File: config.mk
export PLATFORM = sky130hd
export DESIGN_NAME = fetch_sequencer_flat
export DESIGN_NICKNAME = d
export VERILOG_FILES = /design/src/rtl/fetch_sequencer_if.sv /design/src/rtl/fetch_sequencer.sv /design/src/flat_wrapper.sv
export SDC_FILE = /design/constraint.sdc
export NUM_CORES = 1
export LEC_CHECK = 0
export CORE_AREA = 2 2 60 62
export CTS_BUF_LIST = sky130_fd_sc_hd__clkbuf_8 sky130_fd_sc_hd__clkbuf_16
export DETAILED_ROUTE_END_ITERATION = 10
export DIE_AREA = 0 0 62 64
export GPL_ROUTABILITY_DRIVEN = 0
export GPL_TIMING_DRIVEN = 0
export PLACE_DENSITY = 0.87
export SLEW_MARGIN = 0
export SYNTH_ARGS = -nofsm -noshare
export SYNTH_HDL_FRONTEND = slang
export SYNTH_SLANG_ARGS = --single-unit
File: constraint.sdc
create_clock -name toggle_clk -period 1.7 [get_ports toggle_clk]
set_clock_uncertainty 0.15 [all_clocks]
set_input_delay 0.34 -clock toggle_clk [delete_from_list [all_inputs] [get_ports toggle_clk]]
set_output_delay 0.34 -clock toggle_clk [all_outputs]
set_load 0.01 [all_outputs]
File: src/rtl/fetch_sequencer_if.sv
// Fetch-sequencer bus bundle: phase inputs, ROM bus and decoder-facing fields.
interface fetch_sequencer_if;
    logic [2:0]  cycle;
    logic        sync;
    logic [11:0] pc_in;
    logic [3:0]  data_in;
    logic [3:0]  data_out;
    logic        data_oe;
    logic [3:0]  opr;
    logic [3:0]  opa;
    logic [3:0]  opr2;
    logic [3:0]  opa2;
    logic        two_word;
    logic        instr_valid;
    logic        pc_inc;
    logic        desync;

    // Sequencer side.
    modport master (
        input  cycle, sync, pc_in, data_in,
        output data_out, data_oe, opr, opa, opr2, opa2,
        output two_word, instr_valid, pc_inc, desync
    );

    // Cycle generator / ROM / decoder side.
    modport slave (
        output cycle, sync, pc_in, data_in,
        input  data_out, data_oe, opr, opa, opr2, opa2,
        input  two_word, instr_valid, pc_inc, desync
    );
endinterface

File: src/rtl/fetch_sequencer.sv
// Instruction-fetch sequencer: drives the PC onto the nibble bus in A1-A3,
// captures OPR/OPA in M1/M2 and assembles one- or two-word instructions.
module fetch_sequencer (
    input  logic               toggle_clk,
    input  logic               rst,
    fetch_sequencer_if.master  bus
);
    localparam int unsigned NIB_W = 4;
    localparam int unsigned PC_W  = 12;

    localparam logic [2:0] PH_A1 = 3'd0;
    localparam logic [2:0] PH_A2 = 3'd1;
    localparam logic [2:0] PH_A3 = 3'd2;
    localparam logic [2:0] PH_M1 = 3'd3;
    localparam logic [2:0] PH_M2 = 3'd4;
    localparam logic [2:0] PH_X3 = 3'd7;

    typedef enum logic {
        FIRST  = 1'b0,
        SECOND = 1'b1
    } state_t;

    state_t            state;
    logic [PC_W-1:0]   pc_lat;
    logic [NIB_W-1:0]  opr;
    logic [NIB_W-1:0]  opa;
    logic [NIB_W-1:0]  opr2;
    logic [NIB_W-1:0]  opa2;
    logic              two_word;
    logic              instr_valid;
    logic              pc_inc;
    logic              desync;

    // JCN, JUN, JMS, ISZ and FIM (OPR=2 with even OPA) carry a second word.
    function automatic logic is_two_word(input logic [NIB_W-1:0] r, input logic [NIB_W-1:0] a);
        logic res;
        res = 1'b0;
        case (r)
            4'h1, 4'h4, 4'h5, 4'h7: res = 1'b1;
            4'h2:                   res = ~a[0];
            default:                res = 1'b0;
        endcase
        return res;
    endfunction

    // Sequencer state, field capture, strobes and sticky desync flag.
    always_ff @(posedge toggle_clk or posedge rst) begin
        if (rst) begin
            state       <= FIRST;
            pc_lat      <= '0;
            opr         <= '0;
            opa         <= '0;
            opr2        <= '0;
            opa2        <= '0;
            two_word    <= 1'b0;
            instr_valid <= 1'b0;
            pc_inc      <= 1'b0;
            desync      <= 1'b0;
        end else begin
            instr_valid <= 1'b0;
            pc_inc      <= 1'b0;

            if (bus.sync != (bus.cycle == PH_X3)) begin
                desync <= 1'b1;
            end

            if (bus.sync) begin
                pc_lat <= bus.pc_in;
            end

            if (bus.cycle == PH_M1) begin
                if (state == FIRST) begin
                    opr <= bus.data_in;
                end else begin
                    opr2 <= bus.data_in;
                end
            end

            if (bus.cycle == PH_M2) begin
                pc_inc <= 1'b1;
                if (state == FIRST) begin
                    opa <= bus.data_in;
                    if (is_two_word(opr, bus.data_in)) begin
                        state <= SECOND;
                    end else begin
                        instr_valid <= 1'b1;
                        two_word    <= 1'b0;
                    end
                end else begin
                    opa2        <= bus.data_in;
                    state       <= FIRST;
                    instr_valid <= 1'b1;
                    two_word    <= 1'b1;
                end
            end
        end
    end

    // Address nibbles driven onto the bus during A1-A3 only.
    always_comb begin
        bus.data_out = '0;
        bus.data_oe  = 1'b0;
        case (bus.cycle)
            PH_A1: begin
                bus.data_out = pc_lat[3:0];
                bus.data_oe  = 1'b1;
            end
            PH_A2: begin
                bus.data_out = pc_lat[7:4];
                bus.data_oe  = 1'b1;
            end
            PH_A3: begin
                bus.data_out = pc_lat[11:8];
                bus.data_oe  = 1'b1;
            end
            default: begin
                bus.data_out = '0;
                bus.data_oe  = 1'b0;
            end
        endcase
    end

    assign bus.opr         = opr;
    assign bus.opa         = opa;
    assign bus.opr2        = opr2;
    assign bus.opa2        = opa2;
    assign bus.two_word    = two_word;
    assign bus.instr_valid = instr_valid;
    assign bus.pc_inc      = pc_inc;
    assign bus.desync      = desync;
endmodule
File: src/flat_wrapper.sv
// flat-port wrapper written by rule: the top's interface ports become plain ports
module fetch_sequencer_flat 
  (toggle_clk, rst, bus_cycle, bus_sync, bus_pc_in, bus_data_in, bus_data_out, bus_data_oe, bus_opr, bus_opa, bus_opr2, bus_opa2, bus_two_word, bus_instr_valid, bus_pc_inc, bus_desync);
  fetch_sequencer_if bus_i ();
  input  logic toggle_clk;
  input  logic rst;
  input wire logic [$bits(bus_i.cycle)-1:0] bus_cycle;
  input wire logic [$bits(bus_i.sync)-1:0] bus_sync;
  input wire logic [$bits(bus_i.pc_in)-1:0] bus_pc_in;
  input wire logic [$bits(bus_i.data_in)-1:0] bus_data_in;
  output wire logic [$bits(bus_i.data_out)-1:0] bus_data_out;
  output wire logic [$bits(bus_i.data_oe)-1:0] bus_data_oe;
  output wire logic [$bits(bus_i.opr)-1:0] bus_opr;
  output wire logic [$bits(bus_i.opa)-1:0] bus_opa;
  output wire logic [$bits(bus_i.opr2)-1:0] bus_opr2;
  output wire logic [$bits(bus_i.opa2)-1:0] bus_opa2;
  output wire logic [$bits(bus_i.two_word)-1:0] bus_two_word;
  output wire logic [$bits(bus_i.instr_valid)-1:0] bus_instr_valid;
  output wire logic [$bits(bus_i.pc_inc)-1:0] bus_pc_inc;
  output wire logic [$bits(bus_i.desync)-1:0] bus_desync;
  assign bus_i.cycle = bus_cycle;
  assign bus_i.sync = bus_sync;
  assign bus_i.pc_in = bus_pc_in;
  assign bus_i.data_in = bus_data_in;
  assign bus_data_out = bus_i.data_out;
  assign bus_data_oe = bus_i.data_oe;
  assign bus_opr = bus_i.opr;
  assign bus_opa = bus_i.opa;
  assign bus_opr2 = bus_i.opr2;
  assign bus_opa2 = bus_i.opa2;
  assign bus_two_word = bus_i.two_word;
  assign bus_instr_valid = bus_i.instr_valid;
  assign bus_pc_inc = bus_i.pc_inc;
  assign bus_desync = bus_i.desync;
  fetch_sequencer u_core (.toggle_clk(toggle_clk), .rst(rst), .bus(bus_i));
endmodule
* After elaboration in Yosys (flattened, before gate mapping)
Index checks and enable logic that the tools add are counted.
Word-level totals: flip-flop bits (word level) 33, latch bits 0, bits in writable memories 0, ROM bits 0, bits of input ports 22, output and inout port bits 25, memories kept 0
Operators by class: add/sub/neg operators 0, multiply operators 0, divide/modulo/power cells 0, $lt $le $gt $ge 0, equality and inequality tests 12, shift operators 0, mux-type cells 13, bitwise logic cells 2, reductions and logical operators 8
Operator list (number):
- $eq A4 B3 Y1 const B | 3
- $pmux W4 S3 | 1
- $mux W1 | 11
- $reduce_and A2 Y1 | 5
- $eq A3 B2 Y1 const B | 2
- $eq A3 B3 Y1 const B | 2
- $eq A4 B1 Y1 const B | 1
- $eq A4 B2 Y1 const B | 1
- $reduce_or A4 Y1 | 1
- $eq A3 B1 Y1 const B | 1
- $logic_not A3 Y1 | 1
- $reduce_or A3 Y1 | 1
- $ne A2 B1 Y1 const B | 1
- $not A1 Y1 | 2
- $pmux W1 S2 | 1
- $ne A1 B1 Y1 | 1

* Logic depth before layout (Yosys ltp)
word-level depth 8, gate-level depth with buffers 7, depth with buffers taken out 6

* Worst setup path before layout
OpenSTA, ideal clock, no wires.
kind input to register, start input bus_cycle[1], end register u_core.opa[0] (netlist: u_core.bus.opa[0]), arrival 1.253 ns, slack 0.173 ns, cell stages on the path 7, path buffers 1, cell sequence buf_4 -> nor2_2 -> nand2_2 -> inv_4 -> nand2_4 -> nand2_4 -> mux2_2
On the way: cells in the longest elaborated chain, start to end 2
Ends and longest elaborated chain:
- start, declared | line flat_wrapper.sv:7 | input wire logic [$bits(bus_i.cycle)-1:0] bus_cycle;
- $eq A3 B3 Y1 | line fetch_sequencer.sv:79 | if (bus.cycle == PH_M2) begin
- $reduce_and A2 Y1 (no source line)
- end signal, assigned | line fetch_sequencer.sv:82 | opa <= bus.data_in;
- end, declared | line fetch_sequencer.sv:26 | logic [NIB_W-1:0] opa;
No other way between the ends. A chain may end at the register's enable or synchronous reset.

* Worst setup path after layout
start register u_core.pc_lat[5], end output bus_data_out[1]
On the way: cells in the longest elaborated chain, start to end 1
Ends and longest elaborated chain:
- start, declared | line fetch_sequencer.sv:24 | logic [PC_W-1:0] pc_lat;
- start signal, assigned | line fetch_sequencer.sv:68 | pc_lat <= bus.pc_in;
- $pmux W4 S3 | line fetch_sequencer.sv:103 | case (bus.cycle)
- end, declared | line flat_wrapper.sv:11 | output wire logic [$bits(bus_i.data_out)-1:0] bus_data_out;
No other way between the ends.

==> impl_metrics.ini <==
[setup_path]
worst-path-buf-inv = 1
r2r_end = u_core.bus.instr_valid
path_cells = mux2i_1 -> nor2_1 -> a21oi_1 -> nor2_1 -> buf_2
required_ns = 1.21
worstPathMaxFanout = 2
cpMostUsedCell = nor2_1
r2r_start = u_core.bus.opr[2]
worstSetupEndpointType = output pin
criticalPathCategory = reg2out
arrival_ns = 1.18
crit_path_top_delay_cell = dfrtp_1
r2r_setup_slack_ns = 0.14
max_stage_delay_ns = 0.38
worstRegToRegCells = 4
startpoint_type = flip-flop
crit_family = flip-flops

[power]
seq_power_share_pct = 45.2
p_switching_w = 0.000752
power.share.clock_pct = 22.1
peakVddDrop_v = 0.000514
cellLeakagePower_nw = 0.987
powerDensity_mw_per_mm2 = 1240
internal_power_w = 0.00176
p_sw_share_pct = 29.9
comb_power_share_pct = 32.7

[layout]
diodes = 0
fin_cells = 204
utilization_pct = 61.6
syn_to_final_growth_pct = 42.2
drive_gt1_share_pct = 33.5
postLayoutCellArea_mm2 = 0.00202
nNetsFinal = 179

[synth]
synth_top_area_share_pct = 58.0
seq_area_frac_synth_pct = 58.0
syn_area_mm2 = 0.00142
ys_top_cells_by_area = dfrtp_1, mux2_2, mux2i_1, nor2_1, a21oi_1
avgSynthCellArea_um2 = 13.4
yosysTopAreaCell = dfrtp_1
ys.warnings.count = 0
synth_nets = 128
synth_cells = 106
ys_ff_latch = 33
ys_types = 25

[cts]
clk_pin_slew_ns = 0.07
worstSkewPairLatency_ns = 0.29
cts_made_buffers = 5
cts_setup_buffers = 0
cts_sinks = 33
clock_path_buffers = 2
cts.htree.levels = 2
cts-root-buf = clkbuf_8
cts_tree = built
ctsHoldBuffers = 0

[die]
die_h_um = 64
dieArea_mm2 = 0.00397
start_util_pct = 43.3
placementRows = 21
core_mm2 = 0.00328
die_w_um = 62
ioPinCount = 47

[global_route]
grt_pass1_wl_um = 4800
globalRouteMet2Util_pct = 27.2
grtUsageTotal_pct = 17.1
grtUsageMet1_pct = 18.7
grt_overflow = 0
grt_pass1_vias = 1042
grt_max_degree = 34
busiest_layer = met2
met3_usage_pct = 5.47
antenna_found_initial = 0

[min_path]
min_path_type = in2async

[route]
wirelength_um = 3030
drc = 0
drtIter0Drc = 35
viasPerCell = 4.98
first_pass_iters = 6
antenna_left = 0
routedWlPerCell_um = 14.8
vias = 1015

[placed_design]
place_area_mm2 = 0.00191
hpwl_um = 2200
port_buffers = 43
dp_cells = 195

[run]
max-cap-violations = 0

[sta]
setup-tns-final_ns = 0
worst_pin_slew_ns = 0.697
setup_viol = 0
relSlewSlack_pct = 53.2
finalHoldViolations = 0
fmax_mhz = 600
post-route-min-period_ns = 1.67
slew_violations = 0
rsz0062_at_grt = true
finalCritPeriodShare_pct = 98.0

[outcome]
outcome = finished clean
-- kinds of logic after synthesis --
group,after synthesis,synth area share [%]
AOI/OAI and AO/OA,10,4.05
xor gates and xnor gates,1,0.616
buffers and inverters,6,2.46
DFF,33,58.0
muxes,32,25.0
and+or+nand+nor,24,9.85
-- worst max path at each step --
stage | from | end | cells after the start
5_1_grt | u_core.pc_lat[7] | bus_data_out[3] | 5
3_5_place_dp | bus_cycle[1] | bus_data_out[1] | 5
2_1_floorplan | bus_cycle[1] | u_core.bus.opa[0] | 7
6_report | u_core.pc_lat[5] | bus_data_out[1] | 5
4_1_cts | bus_cycle[0] | bus_data_oe | 3
3_3_place_gp | bus_cycle[1] | bus_data_out[3] | 5
-- repair_timing --
item	CTS	global route
setup endpoints to repair	8	14
pin swaps	0	2
resized for setup	21	10
-- routing by layer --
metal  share of wire [%]  vias up
li1                    -      467
met2                  52       29
met3                 4.0       11
met1                  41      508
met5                   0        -
met4                 3.6        0
-- sequential cells by signal, indices dropped and copies added, names as in the netlist --
signal / count
u_core.pc_lat: 12
u_core.bus.opa2: 4
u_core.bus.opa: 4
u_core.bus.opr2: 4
u_core.bus.opr: 4
u_core.bus.desync: 1
u_core.bus.instr_valid: 1
u_core.bus.pc_inc: 1
u_core.bus.two_word: 1
u_core.state: 1
-- per-stage QoR --
stage	total power (W)	hold slack, ns	worst slack [ns]
global route	0.00264	0.274	-0.0509
floorplan	0.00153	0.319	0.173
global placement	0.00198	0.299	-0.304
finish	0.00252	0.231	0.0334
detailed placement	0.00203	0.306	-0.298
CTS	0.00254	0.276	0.00273
-- cells in the mapped netlist --
cell and count:
mux2i_1 4, nand3_1 1, nor3_2 1, inv_4 1, or2b_2 1, xor2_1 1
dfrtp_1 33, nand2_2 1, o21ai_0 1, nand2b_4 1, nand2_1 4, nor2b_1 1
nor2_2 1, buf_4 2, a31oi_1 1, a31o_1 1, nand2b_1 1, a21oi_1 6
o21a_1 1, mux2_2 28, or3_1 1, inv_1 1, buf_2 2, nand2_4 2
nor2_1 9
-- cell type report --
cell class	instances	area, um^2
Fill cell	269	1260
Sequential cell	33	826
Multi-Input combinational cell	67	564
Timing Repair Buffer	44	458
Clock buffer	5	68.8
Tap cell	46	57.6
Buffer	4	25.0
Clock inverter	3	13.8
Inverter	2	10.0
-- placed cells by master (no fill, tap or decap), types with 2 or more instances in the layout --
cell type	count
dfrtp_1	33
mux2_2	28
clkdlybuf4s50_1	25
dlymetal6s2s_1	10
nor2_1	9
buf_2	6
a21oi_1	6
clkbuf_8	5
nand2_1	4
mux2i_1	4
dlygate4sd2_1	4
buf_4	2
nand2_4	2
clkinv_2	2
-- power by group through the flow --
stage	combinational [W]	clock [W]	sequential, W
floorplan	0.000321	0	0.00121
finish	0.000822	0.000556	0.00114
CTS	0.000838	0.000563	0.00114
global placement	0.000841	0	0.00114
detailed placement	0.000871	0	0.00116
global route	0.000879	0.000597	0.00116
Note: power is estimated with default switching activity, not from simulation.
